<file path="src/rtl/uart_tx_pkg.sv">
// Shared types and register map for the memory-mapped UART transmitter.
package uart_tx_pkg;

    typedef enum logic [1:0] {
        IDLE  = 2'd0,
        START = 2'd1,
        DATA  = 2'd2,
        STOP  = 2'd3
    } tx_state_t;

    localparam logic [1:0] OFF_TXDATA = 2'd0;
    localparam logic [1:0] OFF_STATUS = 2'd1;
    localparam logic [1:0] OFF_CTRL   = 2'd2;

    localparam int STAT_FULL      = 0;
    localparam int STAT_EMPTY     = 1;
    localparam int STAT_BUSY      = 2;
    localparam int STAT_COUNT_LSB = 8;

endpackage

</file>
<file path="src/rtl/uart_tx_fifo.sv">
// Synchronous byte FIFO; pushes while full and pops while empty are dropped.
module uart_tx_fifo #(
    parameter int DEPTH = 16,
    localparam int AW = (DEPTH > 1) ? $clog2(DEPTH) : 1,
    localparam int CW = $clog2(DEPTH + 1)
) (
    input  logic          clk,
    input  logic          Rst,
    input  logic          push,
    input  logic          pop,
    input  logic [7:0]    din,
    output logic [7:0]    dout,
    output logic          full,
    output logic          empty,
    output logic [CW-1:0] count
);

    logic [7:0]    mem [DEPTH];
    logic [AW-1:0] wr_ptr;
    logic [AW-1:0] rd_ptr;
    logic [CW-1:0] count_q;
    logic          do_push;
    logic          do_pop;

    assign full    = (count_q == CW'(DEPTH));
    assign empty   = (count_q == '0);
    assign count   = count_q;
    assign dout    = mem[rd_ptr];
    assign do_push = push && !full;
    assign do_pop  = pop && !empty;

    // DEPTH is a power of two, so the pointers wrap by plain overflow.
    always_ff @(posedge clk) begin
        if (Rst) begin
            wr_ptr  <= '0;
            rd_ptr  <= '0;
            count_q <= '0;
        end else begin
            if (do_push) wr_ptr <= wr_ptr + 1'b1;
            if (do_pop)  rd_ptr <= rd_ptr + 1'b1;
            case ({do_push, do_pop})
                2'b10:   count_q <= count_q + 1'b1;
                2'b01:   count_q <= count_q - 1'b1;
                default: count_q <= count_q;
            endcase
        end
    end

    always_ff @(posedge clk) begin
        if (do_push) mem[wr_ptr] <= din;
    end

endmodule

</file>
<file path="src/rtl/uart_tx_mmio.sv">
// Memory-mapped 8N1 UART transmitter: TXDATA/STATUS/CTRL registers, TX FIFO,
// serializer and a transmitter-drained interrupt.
module uart_tx_mmio
    import uart_tx_pkg::*;
#(
    parameter int          CLK_DIV    = 868,
    parameter int          FIFO_DEPTH = 16,
    parameter logic [31:0] BASE_ADDR  = 32'h0000_8000
) (
    input  logic        clk,
    input  logic        Rst,
    input  logic [31:0] mem_addr,
    input  logic [31:0] mem_din,
    input  logic [3:0]  mem_en,
    input  logic        mem_wea,
    input  logic        mem_rea,
    output logic [31:0] mem_dout,
    output logic        mem_hold,
    output logic        tx,
    output logic        uart_IRQ
);

    localparam int CW = $clog2(FIFO_DEPTH + 1);

    logic          sel;
    logic [1:0]    off;
    logic          wr_lane0;
    logic          txdata_wr;
    logic          fifo_push;
    logic          fifo_pop;
    logic [7:0]    fifo_dout;
    logic          fifo_full;
    logic          fifo_empty;
    logic [CW-1:0] fifo_count;
    logic          irq_en;
    logic [31:0]   rdata;

    tx_state_t     state_q, state_d;
    logic [15:0]   baud_q, baud_d;
    logic [2:0]    bit_q, bit_d;
    logic [7:0]    shift_q, shift_d;
    logic          tx_d;
    logic          irq_d;
    logic          baud_tc;

    // Bits of the bus that this block never looks at.
    logic unused_bus_bits;
    assign unused_bus_bits = ^{mem_din[31:8], mem_addr[1:0], mem_en[3:1]};

    assign sel       = (mem_addr[31:4] == BASE_ADDR[31:4]);
    assign off       = mem_addr[3:2];
    assign wr_lane0  = sel && mem_wea && mem_en[0];
    assign txdata_wr = wr_lane0 && (off == OFF_TXDATA);
    // A store to a full FIFO stalls the pipeline until a slot frees up.
    assign fifo_push = txdata_wr && !fifo_full && !Rst;
    assign mem_hold  = txdata_wr && fifo_full && !Rst;

    uart_tx_fifo #(
        .DEPTH (FIFO_DEPTH)
    ) u_fifo (
        .clk   (clk),
        .Rst   (Rst),
        .push  (fifo_push),
        .pop   (fifo_pop),
        .din   (mem_din[7:0]),
        .dout  (fifo_dout),
        .full  (fifo_full),
        .empty (fifo_empty),
        .count (fifo_count)
    );

    always_comb begin
        rdata = '0;
        case (off)
            OFF_STATUS: begin
                rdata[STAT_FULL]                        = fifo_full;
                rdata[STAT_EMPTY]                       = fifo_empty;
                rdata[STAT_BUSY]                        = (state_q != IDLE);
                rdata[STAT_COUNT_LSB +: 8]              = 8'(fifo_count);
            end
            OFF_CTRL: rdata[0] = irq_en;
            default:  rdata = '0;
        endcase
    end

    always_ff @(posedge clk) begin
        if (Rst) begin
            irq_en   <= 1'b0;
            mem_dout <= '0;
        end else begin
            if (wr_lane0 && (off == OFF_CTRL)) irq_en <= mem_din[0];
            mem_dout <= (sel && mem_rea) ? rdata : '0;
        end
    end

    assign baud_tc = (baud_q == 16'(CLK_DIV - 1));

    always_comb begin
        state_d  = state_q;
        baud_d   = baud_q;
        bit_d    = bit_q;
        shift_d  = shift_q;
        fifo_pop = 1'b0;
        case (state_q)
            IDLE: begin
                if (!fifo_empty) begin
                    fifo_pop = 1'b1;
                    shift_d  = fifo_dout;
                    baud_d   = '0;
                    bit_d    = '0;
                    state_d  = START;
                end
            end
            START: begin
                if (baud_tc) begin
                    baud_d  = '0;
                    state_d = DATA;
                end else begin
                    baud_d = baud_q + 16'd1;
                end
            end
            DATA: begin
                if (baud_tc) begin
                    baud_d  = '0;
                    shift_d = shift_q >> 1;
                    if (bit_q == 3'd7) state_d = STOP;
                    else               bit_d   = bit_q + 3'd1;
                end else begin
                    baud_d = baud_q + 16'd1;
                end
            end
            STOP: begin
                if (baud_tc) begin
                    baud_d  = '0;
                    state_d = IDLE;
                end else begin
                    baud_d = baud_q + 16'd1;
                end
            end
            default: state_d = IDLE;
        endcase

        // tx and uart_IRQ are registered from next-state values so they line
        // up with the state register rather than lagging it by a cycle.
        case (state_d)
            START:   tx_d = 1'b0;
            DATA:    tx_d = shift_d[0];
            default: tx_d = 1'b1;
        endcase
        irq_d = irq_en && fifo_empty && !fifo_push && (state_d == IDLE);
    end

    always_ff @(posedge clk) begin
        if (Rst) begin
            state_q  <= IDLE;
            baud_q   <= '0;
            bit_q    <= '0;
            shift_q  <= '0;
            tx       <= 1'b1;
            uart_IRQ <= 1'b0;
        end else begin
            state_q  <= state_d;
            baud_q   <= baud_d;
            bit_q    <= bit_d;
            shift_q  <= shift_d;
            tx       <= tx_d;
            uart_IRQ <= irq_d;
        end
    end

endmodule

</file>
<file path="config.mk">
export PLATFORM = sky130hd
export DESIGN_NAME = uart_tx_mmio
export DESIGN_NICKNAME = d
export VERILOG_FILES = /design/src/rtl/uart_tx_pkg.sv /design/src/rtl/uart_tx_fifo.sv /design/src/rtl/uart_tx_mmio.sv
export SDC_FILE = /design/constraint.sdc
export NUM_CORES = 1
export LEC_CHECK = 0
export ABC_AREA = 1
export CORE_MARGIN = 3
export CORE_UTILIZATION = 56
export DETAILED_ROUTE_END_ITERATION = 10
export PLACE_DENSITY = 0.81
export RECOVER_POWER = 50
export SYNTH_ARGS = -nofsm -noshare
export SYNTH_HDL_FRONTEND = slang
export SYNTH_HIERARCHICAL = 1
export SYNTH_SLANG_ARGS = --single-unit
export TNS_END_PERCENT = 1
</file>
<file path="constraint.sdc">
create_clock -name clk -period 3.9 [get_ports clk]
set_input_delay 1.17 -clock clk [delete_from_list [all_inputs] [get_ports clk]]
set_output_delay 1.17 -clock clk [all_outputs]
set_load 0.02 [all_outputs]
</file>
# Word-level counts from Yosys, hierarchy flattened

Memories as Yosys holds them, arrays and structs flattened. A register that Yosys moved wholly into a read port is not among the register bits.
Index checks and enable logic that the tools add are counted.

Register bits after elaboration: 77
Memory bits (writable): 128
Word-level logic and storage cells: 94
Memories: 1

Memories:

| name       | words | bits a word | read ports | clocked after memory_dff | write ports | RTL line           | source |
|---|---|---|---|---|---|---|---|
| u_fifo.mem | 16    | 8           | 1          | 1                        | 1           | uart_tx_fifo.sv:18 | `logic [7:0] mem [DEPTH];` |

Add/sub/neg operators: 6
Eq/ne operators: 16
Muxes and demuxes: 25
Bitwise gates (word level): 2
Reduce and logical (&&, ||, !) cells: 30

Operators with widths:

| cell                                                              | number |
|---|---|
| 16-bit two-way mux                                                | 2 |
| 16-bit case mux with 2 select lines                               | 1 |
| 28-bit by 12-bit == test with 1-bit output, second input constant | 1 |
| 16-bit by 1-bit adder with 16-bit output, second input constant   | 1 |
| 16-bit by 10-bit == test with 1-bit output, second input constant | 1 |
| 8-bit two-way mux                                                 | 2 |
| 8-bit case mux with 2 select lines                                | 1 |
| 1-bit logical AND                                                 | 14 |
| 2-bit == test, second input constant                              | 5 |
| 2-bit two-way mux                                                 | 5 |
| 5-bit case mux with 2 select lines                                | 1 |
| 3-bit two-way mux                                                 | 3 |
| 4-bit by 1-bit adder with 4-bit output, second input constant     | 2 |
| 2-bit by 1-bit == test with 1-bit output, second input constant   | 4 |
| 4-bit two-way mux                                                 | 2 |
| 2-bit case mux with 4 select lines                                | 1 |
| 2-bit zero test                                                   | 3 |
| 2-bit inequality test, second input constant                      | 3 |
| 3-bit case mux with 2 select lines                                | 1 |
| 2-bit nonzero test                                                | 3 |
| 3-bit OR reduction                                                | 2 |
| 5-bit by 1-bit adder with 5-bit output, second input constant     | 1 |
| 5-bit == test, second input constant                              | 1 |
| 5-bit zero test                                                   | 1 |
| 10 further kinds                                                  | 18 |

# Logic depth before layout (Yosys ltp)

Gate-level depths: netlist of the first run.

Depth in word-level cells: 9
Mapped depth: 19

# Hierarchy

Netlist of the first run, hierarchy kept.

Modules (own cells, without submodules):

| module       | times used | cells an instance | area each (um^2) | seq. area each (um^2) |
|---|---|---|---|---|
| uart_tx_fifo | 1          | 477               | 6,097.1          | 4,184.0 |
| uart_tx_mmio | 1          | 334               | 2,311.0          | 800.8 |

# Worst setup path after synthesis of the first run

OpenSTA, ideal clock, no wires.

Kind: input-to-output
Start point: input port mem_addr[13]
End point: output port mem_hold
Data arrival time: 2.048 ns
Data required time: 2.730 ns
Path slack: 0.682 ns
Stages on the path: 7
Cells stage by stage: nor2_1 -> nand3b_1 -> nor2_1 -> nand2_1 -> nor2_1 -> nand4_1 -> nor2_1

Cells in the longest elaborated chain, start to end: 6

RTL lines:

| what                                       | RTL line           | source |
|---|---|---|
| from (decl)                                | uart_tx_mmio.sv:12 | `input logic [31:0] mem_addr,` |
| 28-bit by 12-bit == test with 1-bit output | uart_tx_mmio.sv:50 | `assign sel = (mem_addr[31:4] == BASE_ADDR[31:4]);` |
| 1-bit logical AND (2 in series)            | uart_tx_mmio.sv:52 | `assign wr_lane0 = sel && mem_wea && mem_en[0];` |
| 1-bit logical AND                          | uart_tx_mmio.sv:53 | `assign txdata_wr = wr_lane0 && (off == OFF_TXDATA);` |
| 1-bit logical AND (2 in series)            | uart_tx_mmio.sv:56 | `assign mem_hold = txdata_wr && fifo_full && !Rst;` |
| to (decl)                                  | uart_tx_mmio.sv:18 | `output logic mem_hold,` |

No other way between the ends.

# Worst setup path in the final report of the first run

Start point: input port mem_addr[27]
End point: output port mem_hold

Same word-level chain as after synthesis.

==> qor.csv, run 1 <==
stage,metric,value,unit
route,1st-pass router iterations,7,
yosys,Mean Syn Cell Area,10.4,sq um
yosys,simple-gate share of the synthesized area,0.154,
clock_network,clock-pin slew on the worst setup and hold paths,0.07,ns
final_layout,Final Instance Area,9750,sq um
hold_path,worst min path class,flop to flop,
grt,busiest grt layer,met2,
grt,total global-route track usage,0.213,
outcome,failing checks,"max-capacitance violations, max-slew violations",
yosys,"EDFF count, synth",128,
final_layout,share of post-route cells with drive strength above 1,0.113,
sta,min cycle time layout,3.67,ns
critical_path,startpoint type of the worst setup path,primary input,
floorplanning,I/O pin cnt,107,
route,via count,6003,
sta,Slew @ Worst Pin,1.90,ns
critical_path,Critical Path RT,2.73,ns
yosys,Post-Synthesis Cells,811,
yosys,#FFs+latches synth,185,
floorplanning,Core Region,14600,sq um
grt,met3 Use GR,0.0407,
yosys,"FFs w/ async S/R, synth",0,
critical_path,CP Capture Type,output port,
placement,Routability Congestion,0.916,
yosys,multiplexer share of the synthesized area,0.0381,
power_and_ir_drop,PwrDens,396,nW/um^2
placement,dpl hpwl,11.2,mm
run,max cap viols,1,
sta,setup violators final,0,
route,Routed Antenna Nets,0,
yosys,Cell variety after synth,46,
power_and_ir_drop,Peak supply drop,354,uV
yosys,most frequent cell after synthesis,edfxtp_1,
final_layout,Ant. Diodes,0,
floorplanning,die width,129,um
final_layout,synth-to-layout area growth,16.0,%
sta,setup TNS,0,ns
clock_network,clk buf depth,2,
grt,grt met2 use,0.347,
grt,first-pass GRT wire length,27.6,mm
sta,Fin. Hold Viols,0,
yosys,largest family of logic cells by synthesized area,simple AND/OR/NAND/NOR gates,
clock_network,root buf cell,clkbuf_16,
grt,antenna violations before repair,0,
yosys,Synth Cell Area,8410,sq um
sta,fin. max-slew vios,40,
yosys,Yosys top cell by area,edfxtp_1,
yosys,register area share after synthesis,0.593,
route,Routed Wire Length,17.1,mm
grt,largest net degree at the start of global routing,84,
yosys,Syn. warnings,6,
yosys,Synth top area share,0.457,
clock_network,Inserted Clock Buffers,17,
clock_network,cts-stage hold buffer count,0,
grt,met1 global-route usage,0.285,
final_layout,final-stage net count,972,
power_and_ir_drop,leak pwr,3.56,nW
route,WL/cell,15.8,um
placement,placed cell areas,9180,sq um
floorplanning,area of the die,16500,sq um
critical_path,CP Max Fanout,2,
route,# DRC,0,
yosys,post-synthesis xor/xnor area fraction,0.00625,
placement,port bufs,53,
clock_network,"Setup Fix Bufs, Post-CTS",0,
outcome,status,"finished, violations left",
floorplanning,Die H,129,um
sta,skew final,0.0139,ns
grt,vias in the first global route,5617,
power_and_ir_drop,overall power,3.87,mW
sta,relative slew slack,-0.266,
sta,Fmax,0.272,GHz
route,First DRT Iteration DRCs,565,
critical_path,Critical R2R Launch,u_fifo/count[0],
critical_path,WS Path Type,primary input to output port,
sta,crit share post-route,0.942,
yosys,post-synthesis compound-gate area fraction,0.107,
clock_network,CTS H-Tree Depth,4,
clock_network,CTS tree,built,
clock_network,worst skew pair latency,0.43,ns
yosys,synth cell count leaders,"edfxtp_1 (128), nand2_1 (94), inv_1 (83), nor2_1 (76), dfxtp_1 (57)",
route,Vias/cell,5.54,
clock_network,Clock Sinks,185,
yosys,largest cells by area after synthesis,"edfxtp_1 (46%), dfxtp_1 (14%), nand2_1 (4.2%)",
floorplanning,Initial Util,0.576,
hold_path,hold path start,shift_q[2],
floorplanning,row count,44,
yosys,dominant synthesized flop cell,edfxtp_1,
critical_path,Critical Path AT,2.50,ns
final_layout,fill count,1090,
critical_path,Worst Setup SP,mem_addr[27],
yosys,Synth Area in Adders,0.0208,
grt,total grt overflow,0,
## what timing repair did
| action | CTS | global route |
|---|---|---|
| endpoints found under the hold margin | 0 | 0 |
| gates resized for setup | 3 | 3 |
| endpoints found under the setup margin | 1 | 1 |
| pin swaps | 0 | 1 |
## routing by layer
layer,share of wire,vias to the layer above
li1,-,2915
met1,0.42,2811
met2,0.48,252
met3,0.074,25
met4,0.020,0
met5,0,-
## logic make-up after synthesis
kind of cell	Yosys count
other	1
and+or+nand+nor	273
DFF	185
AOI/OAI and AO/OA	153
buffers and inverters	147
adders and majority gates	14
xor gates and xnor gates	6
muxes	32
## worst paths after layout
kind,cells past startpoint,slack [ns],endpoint
worst max register to register,18,1.07,u_fifo/count[4]
worst min register to register,2,0.48,shift_q[2]
worst min-delay path,2,0.48,shift_q[2]
worst max-delay path,9,0.23,mem_hold
## stage by stage
stage | hold slack [ns] | setup WS [ns] | utilization | cells
after floorplan | 0.441 | 0.682 | - | 834
after detailed placement | 0.471 | -0.357 | 0.629 | 1051
after global routing | 0.514 | -0.00361 | 0.668 | 1083
final | 0.479 | 0.226 | 0.668 | 1083
after global placement | 0.455 | -0.344 | 0.629 | 1051
after CTS | 0.481 | 0.0219 | 0.669 | 1083
## placed cells by master, fill, tap and decap left out, drive strengths merged, types with 2 or more instances in the layout
| cell | n |
|---|---|
| nor3 | 11 |
| o211ai | 32 |
| buf | 32 |
| clkdlybuf4s50 | 43 |
| nor2 | 87 |
| dfxtp | 57 |
| nand3 | 44 |
| nand2 | 106 |
| clkinv | 6 |
| conb | 24 |
| ha | 14 |
| dlygate4sd3 | 9 |
| clkbuf | 19 |
| nor4 | 2 |
| o21ai | 50 |
| o31ai | 3 |
| a211oi | 4 |
| nor3b | 9 |
| a31oi | 7 |
| edfxtp | 128 |
| mux2i | 32 |
| nand4 | 12 |
| xor2 | 5 |
| inv | 101 |
| a21oi | 51 |
| o22ai | 2 |
## report_power, final
part	total, mW	switching [mW]	internal [mW]
combinational	0.0986	0.0596	0.0390
sequential	2.09	0.000000000128	2.09
clock	1.67	0.766	0.908
total	3.87	0.826	3.04
## layout make-up
cell class	count	area, sq um	share of cell area
multi-input combinational	502	2830	0.290
inverter	94	355	0.0364
timing repair buffer	86	766	0.0785
sequential	185	4990	0.512
clock inverter	15	155	0.0159
tap	184	230	0.0236
clock buffer	17	425	0.0436
## sequential cells by signal (all words and copies together), names as in the netlist, named ones only
signal / flops
u_fifo/mem: 128
baud_q: 16
mem_dout: 8
shift_q: 8
u_fifo/count: 5
u_fifo/rd_ptr: 4
u_fifo/wr_ptr: 4
bit_q: 3
state_q: 2
irq_en: 1
tx: 1
uart_IRQ: 1
## worst max-delay path: stages
cell and delay, ns:
clkdlybuf4s50_1 0.40, nor2_1 0.11, nand2_1 0.06, nor2_1 0.11, nand3_1 0.12, nor2_4 0.14, nand4_1 0.14, nor2_1 0.10
buf_2 0.17
Note: power is estimated with default switching activity, not from simulation.
==> run 2: changes to the inputs <==
--- a/config.mk
+++ b/config.mk
@@ -7,10 +7,11 @@
 export LEC_CHECK = 0
 export ABC_AREA = 1
 export CORE_MARGIN = 3
-export CORE_UTILIZATION = 56
+export CORE_UTILIZATION = 30
 export DETAILED_ROUTE_END_ITERATION = 10
-export PLACE_DENSITY = 0.81
+export GPL_ROUTABILITY_DRIVEN = 1
 export RECOVER_POWER = 50
+export SLEW_MARGIN = 20
 export SYNTH_ARGS = -nofsm -noshare
 export SYNTH_HDL_FRONTEND = slang
 export SYNTH_HIERARCHICAL = 1
==> run 2 against run 1 <==
The flow still finishes with violations (max-capacitance violations, max-slew violations); global-route usage down 9.1 points; highest routed layer unchanged; combinational power grew 4%; clock power is 5% higher; sequential cell count unchanged; routed wire length grew 5.9%; cell count increased by 18%; via count shrank 2.7%; clock skew fell by 0.0019 ns; register-to-register slack improved by 0.05 ns; critical path type unchanged; die area rose by 82%.
==> qor.csv, run 2 (synthesis results as in run 1) <==
stage,metric,value,unit,change
final_layout,multi-input logic area,2850,sq um,+0.71%
final_layout,Ant. Diodes,0,,unchanged
floorplanning,die width,173,um,+35%
run,max cap viols,1,,unchanged
clock_network,CTS tree,built,,
route,via count,5839,,-2.7%
critical_path,WS Path Type,primary input to output port,,
final_layout,fill count,2682,,+150%
clock_network,worst skew pair latency,0.43,ns,about the same
placement,dpl hpwl,12.3,mm,+10%
hold_path,hold path start,shift_q[7],,
final_layout,share of post-route cells with drive strength above 1,0.125,,+0.0118
placement,Placement Setup Slack,-0.462,ns,-0.106 ns
final_layout,"most common cell after layout, fill and taps aside",edfxtp_1,,
clock_network,Clock Sinks,185,,unchanged
route,1st-pass router iterations,5,,-2
power_and_ir_drop,PwrDens,392,nW/um^2,-1.2%
clock_network,clk buf depth,2,,unchanged
floorplanning,Die H,173,um,+35%
outcome,status,"finished, violations left",,
critical_path,R2R Path End,u_fifo/count[4],,
route,# DRC,0,,unchanged
outcome,failing checks,"max-capacitance violations, max-slew violations",,
critical_path,R2R setup slack,1.12,ns,+0.05 ns
sta,Hold WS,0.465,ns,-0.0146 ns
hold_path,worst hold stages,2,,unchanged
critical_path,Critical R2R Launch,u_fifo/count[2],,
grt,largest net degree at the start of global routing,47,,-44%
critical_path,Critical Path Slowest Stage Cell,clkdlybuf4s50_1,,
route,WL/cell,14.2,um,-10%
critical_path,CP most frequent cell,nor2_1,,
route,First DRT Iteration DRCs,454,,-20%
critical_path,cell family with most CP delay,simple AND/OR/NAND/NOR gates,,
sta,skew final,0.0120,ns,-0.00192 ns
sta,setup violators final,0,,unchanged
power_and_ir_drop,Peak supply drop,271,uV,-24%
critical_path,CP Capture Type,output port,,
critical_path,Critical Path RT,2.73,ns,about the same
floorplanning,area of the die,30100,sq um,+82%
critical_path,crit path cell chain,clkdlybuf4s50_1 > nor2_1 > nand2_1 > nor2_4 > nand3_2 > nor2_2 > buf_6 > nand4_1 > nor2_1 > buf_4,,
final_layout,most frequent cells in the layout,"edfxtp_1 (128), nand2_1 (92), inv_1 (83), nor2_1 (71), dfxtp_1 (56)",,
critical_path,reg2reg path depth,18,,unchanged
placement,port bufs,53,,unchanged
sta,relative slew slack,-0.247,,+0.0184
critical_path,Buf/Inv on CP,3,,+1
sta,fin. max-slew vios,40,,unchanged
final_layout,number of flip-flops in the largest register,128,,unchanged
sta,Fmax,0.269,GHz,-1.2%
clock_network,root buf cell,clkbuf_16,,
sta,Slew @ Worst Pin,1.87,ns,-0.0276 ns
clock_network,cts-stage hold buffer count,0,,unchanged
floorplanning,row count,60,,+36%
clock_network,CTS H-Tree Depth,4,,unchanged
route,Routed Antenna Nets,0,,unchanged
power_and_ir_drop,overall power,3.95,mW,+2.1%
final_layout,Register Area,4990,sq um,unchanged
floorplanning,Initial Util,0.309,,-0.268
floorplanning,I/O pin cnt,107,,unchanged
route,Vias/cell,4.58,,-17%
sta,min cycle time layout,3.72,ns,+0.0434 ns
critical_path,Critical Path AT,2.55,ns,+0.05 ns
clock_network,Inserted Clock Buffers,17,,unchanged
sta,crit share post-route,0.953,,+0.0111
floorplanning,Core Region,27300,sq um,+87%
power_and_ir_drop,leak pwr,3.62,nW,+1.7%
critical_path,startpoint type of the worst setup path,primary input,,
grt,antenna violations before repair,0,,unchanged
grt,first-pass GRT wire length,29.2,mm,+5.9%
critical_path,max incr delay on CP,0.39,ns,about the same
hold_path,WHS Endpoint,shift_q[7],,
grt,total grt overflow,0,,unchanged
final_layout,final-stage net count,975,,+0.31%
final_layout,synth-to-layout area growth,19.9,%,
grt,total global-route track usage,0.123,,-0.0907
grt,vias in the first global route,5668,,+0.91%
critical_path,stages on the worst setup path,10,,+1
sta,Fin. Hold Viols,0,,unchanged
hold_path,worst min path class,flop to flop,,
sta,worst setup margin,0.182,ns,-0.0434 ns
final_layout,Largest regs,"u_fifo/mem: 128 flops, baud_q: 16 flops",,
route,Routed Wire Length,18.2,mm,+5.9%
clock_network,clock-pin slew on the worst setup and hold paths,0.07,ns,about the same
critical_path,CP Max Fanout,2,,unchanged
placement,Routability Congestion,0.782,,-15%
final_layout,most flop-heavy register,u_fifo/mem,,
run 2: area by class of cell:
cell class | count | area share
clock inverters | 15 | 0.0175
well taps | 372 | 0.0462
flip-flops and latches | 185 | 0.495
inverters | 94 | 0.0353
repair buffers | 89 | 0.0811
clock buffers | 17 | 0.0422
multi-input cells | 502 | 0.283
run 2: layer usage:
layer | GRT usage | part of all wire | vias to the layer above
met5 | 0 | 0 | -
met4 | 0.0453 | 0.020 | 0
met3 | 0.0228 | 0.041 | 20
met2 | 0.216 | 0.50 | 125
met1 | 0.149 | 0.44 | 2769
li1 | - | - | 2925
run 2: where the power goes:
part	internal (mW)	total, mW	switching (mW)
clock	0.971	1.75	0.782
combinational	0.0388	0.103	0.0645
sequential	2.09	2.09	0.000000000121
total	3.10	3.95	0.846
run 2: repair_timing:
item                       in CTS  in global routing
setup endpoints to repair       1                  2
gates cloned                    0                  0
pin swaps                       0                  9
setup buffers                   0                  0
resized for setup               6                 13
run 2: how the worst max path moves through the flow:
| stage | from | to | slack (ns) |
|---|---|---|---|
| after global routing | mem_addr[24] | mem_hold | -0.02 |
| after global placement | mem_addr[22] | mem_hold | -0.49 |
| after CTS | mem_addr[22] | mem_hold | 0.08 |
| after floorplan | mem_addr[13] | mem_hold | 0.68 |
| final | mem_addr[24] | mem_hold | 0.18 |
| after detailed placement | mem_addr[22] | mem_hold | -0.46 |
run 2: worst reg2reg max path, stage by stage (launching register included):
cell and delay (ns):
dfxtp_1 0.46, nor2_2 0.09, nand3_2 0.10, inv_1 0.05, inv_1 0.16, nand2_1 0.20, inv_2 0.22, nand2_4 0.10
inv_4 0.10, ha_1 0.25, xor2_1 0.29, ha_1 0.21, inv_1 0.05, nand2_2 0.07, nand2_1 0.07, nand3_1 0.08
nand3_1 0.08, nand2_1 0.07, inv_1 0.04
run 2: stage by stage:
stage | cells | area [sq um] | util | TNS [ns]
CTS | 1274 | 10100 | 0.369 | 0
finish | 1274 | 10100 | 0.370 | 0
global placement | 1242 | 9450 | 0.347 | -11.67
detailed placement | 1242 | 9450 | 0.347 | -9.00
global route | 1274 | 10100 | 0.370 | -0.0170
floorplan | 834 | 8490 | - | 0
==> run 3: changes to the inputs <==
--- a/config.mk
+++ b/config.mk
@@ -10,6 +10,7 @@
 export CORE_UTILIZATION = 30
 export DETAILED_ROUTE_END_ITERATION = 10
 export GPL_ROUTABILITY_DRIVEN = 1
+export GPL_TIMING_DRIVEN = 0
 export RECOVER_POWER = 50
 export SLEW_MARGIN = 20
 export SYNTH_ARGS = -nofsm -noshare
==> run 3 against run 2 <==
The flow now finishes without violations; global-route usage increased by 0.90 points; critical path depth decreased by 1; clock skew increased by 0.0061 ns; routed wire length increased by 8.8%; largest power group unchanged; sequential share of layout area decreased by 0.092 points; die area unchanged; utilization about the same; clock power about the same; largest cell class unchanged; highest routed layer unchanged; combinational power increased by 20%; maximum frequency decreased by 1.9%; non-clock buffer count increased by 18; final area increased by 0.11%.
==> qor.csv, run 3 (synthesis results as in run 1) <==
stage,metric,value,unit,change
route,Routed Wire Length,19.8,mm,+8.8%
critical_path,startpoint type of the worst setup path,primary input,,
route,Vias/cell,4.61,,+0.60%
critical_path,R2R setup slack,1.21,ns,+0.09 ns
clock_network,CTS H-Tree Depth,4,,unchanged
hold_path,WHS Endpoint,shift_q[7],,
floorplanning,area of the die,30100,sq um,unchanged
critical_path,Buf/Inv on CP,2,,-1
sta,worst setup margin,0.111,ns,-0.0709 ns
final_layout,share of post-route cells with drive strength above 1,0.116,,-0.00897
final_layout,Ant. Diodes,0,,unchanged
route,# DRC,0,,unchanged
critical_path,CP Capture Type,output port,,
critical_path,Critical Path RT,2.73,ns,about the same
grt,largest net degree at the start of global routing,20,,-57%
route,WL/cell,15.3,um,+7.3%
sta,relative slew slack,0.378,,+0.626
clock_network,worst skew pair latency,0.43,ns,about the same
clock_network,clock-pin slew on the worst setup and hold paths,0.07,ns,about the same
critical_path,cell family with most CP delay,simple AND/OR/NAND/NOR gates,,
route,Routed Antenna Nets,0,,unchanged
final_layout,number of flip-flops in the largest register,128,,unchanged
critical_path,Critical R2R Launch,u_fifo/count[1],,
outcome,status,"finished, final reports clean",,
run,max cap viols,0,,-1
floorplanning,I/O pin cnt,107,,unchanged
clock_network,Inserted Clock Buffers,17,,unchanged
final_layout,synth-to-layout area growth,20.0,%,
clock_network,Clock Sinks,185,,unchanged
critical_path,max incr delay on CP,0.39,ns,about the same
critical_path,Critical Path Slowest Stage Cell,clkdlybuf4s50_1,,
critical_path,R2R Path End,u_fifo/count[4],,
sta,setup TNS,0,ns,unchanged
critical_path,Worst Setup SP,mem_addr[19],,
sta,setup violators final,0,,unchanged
placement,Routability Congestion,0.844,,+7.9%
floorplanning,Initial Util,0.309,,unchanged
critical_path,crit path cell chain,clkdlybuf4s50_1 > nor2_1 > nand2_1 > nor2_1 > nand2_1 > nor2_4 > nand4_1 > nor2_1 > buf_2,,
placement,placed cells,1259,,+1.4%
hold_path,worst hold stages,2,,unchanged
final_layout,most frequent cells in the layout,"edfxtp_1 (128), nand2_1 (94), inv_1 (83), nor2_1 (75), dfxtp_1 (57)",,
grt,first-pass GRT wire length,31.2,mm,+7.0%
grt,total global-route track usage,0.131,,+0.00897
clock_network,clk buf depth,2,,unchanged
sta,Fmax,0.264,GHz,-1.9%
placement,port bufs,53,,unchanged
placement,dpl hpwl,13.9,mm,+14%
floorplanning,Die H,173,um,unchanged
hold_path,worst min path class,flop to flop,,
final_layout,"most common cell after layout, fill and taps aside",edfxtp_1,,
route,via count,5957,,+2.0%
final_layout,"Core Util, Final",0.370,,+0.000413
sta,min cycle time layout,3.79,ns,+0.0709 ns
power_and_ir_drop,leak pwr,3.62,nW,-0.22%
final_layout,most flop-heavy register,u_fifo/mem,,
critical_path,CP Max Fanout,2,,unchanged
power_and_ir_drop,Peak supply drop,277,uV,+2.2%
placement,Placement Setup Slack,-0.700,ns,-0.238 ns
final_layout,final-stage net count,993,,+1.8%
critical_path,reg2reg path depth,18,,unchanged
route,First DRT Iteration DRCs,409,,-9.9%
route,1st-pass router iterations,5,,unchanged
floorplanning,row count,60,,unchanged
critical_path,WS Path Type,primary input to output port,,
floorplanning,die width,173,um,unchanged
grt,vias in the first global route,5697,,+0.51%
sta,crit share post-route,0.971,,+0.0182
final_layout,Largest regs,"u_fifo/mem: 128 flops, baud_q: 16 flops",,
clock_network,cts-stage hold buffer count,0,,unchanged
clock_network,CTS tree,built,,
critical_path,CP most frequent cell,nor2_1,,
sta,Fin. Hold Viols,0,,unchanged
clock_network,root buf cell,clkbuf_16,,
grt,total grt overflow,0,,unchanged
sta,fin. max-slew vios,0,,-100%
sta,RSZ-0062 raised after global routing,no,,
floorplanning,Core Region,27300,sq um,unchanged
sta,Slew @ Worst Pin,0.929,ns,-0.942 ns
sta,skew final,0.0181,ns,+0.00609 ns
grt,antenna violations before repair,0,,unchanged
critical_path,Critical Path AT,2.62,ns,+0.07 ns
final_layout,Layout Cells excl Fill,1292,,+1.4%
power_and_ir_drop,PwrDens,391,nW/um^2,-0.17%
hold_path,hold path start,shift_q[7],,
run 3: cell types whose count changed in the layout (fill, tap and decap cells not counted), moves of 4 or more:
cell	delta
clkbuf_1	+16
nor2_2	-4
buf_4	-7
nor2_1	+4
buf_2	+8
dlymetal6s2s_1	-4
clkdlybuf4s50_1	+4
run 3: area by class of cell:
| type | count | area (sq um) |
|---|---|---|
| fillers | 2690 | 17200 |
| multi-input cells | 502 | 2830 |
| inverters | 94 | 355 |
| clock buffers | 17 | 425 |
| flip-flops and latches | 185 | 4980 |
| clock inverters | 15 | 171 |
| well taps | 372 | 465 |
| plain buffers | 53 | 324 |
| repair buffers | 54 | 533 |
run 3: layer usage:
layer,routed length [um],track usage,vias up,share of wire
li1,-,-,2965,-
met5,0,0,-,0
met3,861,0.0239,30,0.044
met2,9560,0.220,152,0.48
met4,480,0.0530,0,0.024
met1,8850,0.169,2810,0.45
run 3: metrics by stage:
stage                     instance area, sq um  power [mW]  hold WS (ns)
after global placement                    9490        2.26         0.453
after global routing                     10100        4.07         0.501
after floorplan                           8490        2.19         0.441
final                                    10100        3.95         0.464
after detailed placement                  9490        2.27         0.458
after CTS                                10100        3.99         0.467
run 3: power by group:
group	switching (mW)	internal, mW	leakage, nW
registers	0.000000000122	2.09	1.61
clock network	0.809	0.920	0.292
logic	0.0688	0.0556	1.72
run 3: timing repair:
item | 4_1_cts | 5_1_grt
gates resized for setup | 8 | 0
setup buffers | 1 | 0
pin swaps | 1 | 1
endpoints found under the setup margin | 90 | 1
run 3: worst reg2reg max path, cell delays in order, from the launching register on:
cell and delay [ns]:
dfxtp_1 0.46, nor2_2 0.10, nand3_2 0.10, inv_1 0.04, inv_1 0.15, nand2_1 0.19
inv_2 0.21, nand2_4 0.10, inv_4 0.10, ha_1 0.27, xor2_1 0.23, ha_1 0.19
inv_1 0.05, nand2_2 0.08, nand2_1 0.07, nand3_1 0.08, nand3_1 0.07, nand2_1 0.07
inv_1 0.03
run 3: worst max-delay path by stage:
stage	to	slack, ns	depth (start not counted)
after CTS	mem_hold	0.04	9
after detailed placement	mem_hold	-0.70	9
after global placement	mem_hold	-0.66	9
after global routing	mem_hold	0.001	9
final	mem_hold	0.11	9
after floorplan	mem_hold	0.68	7
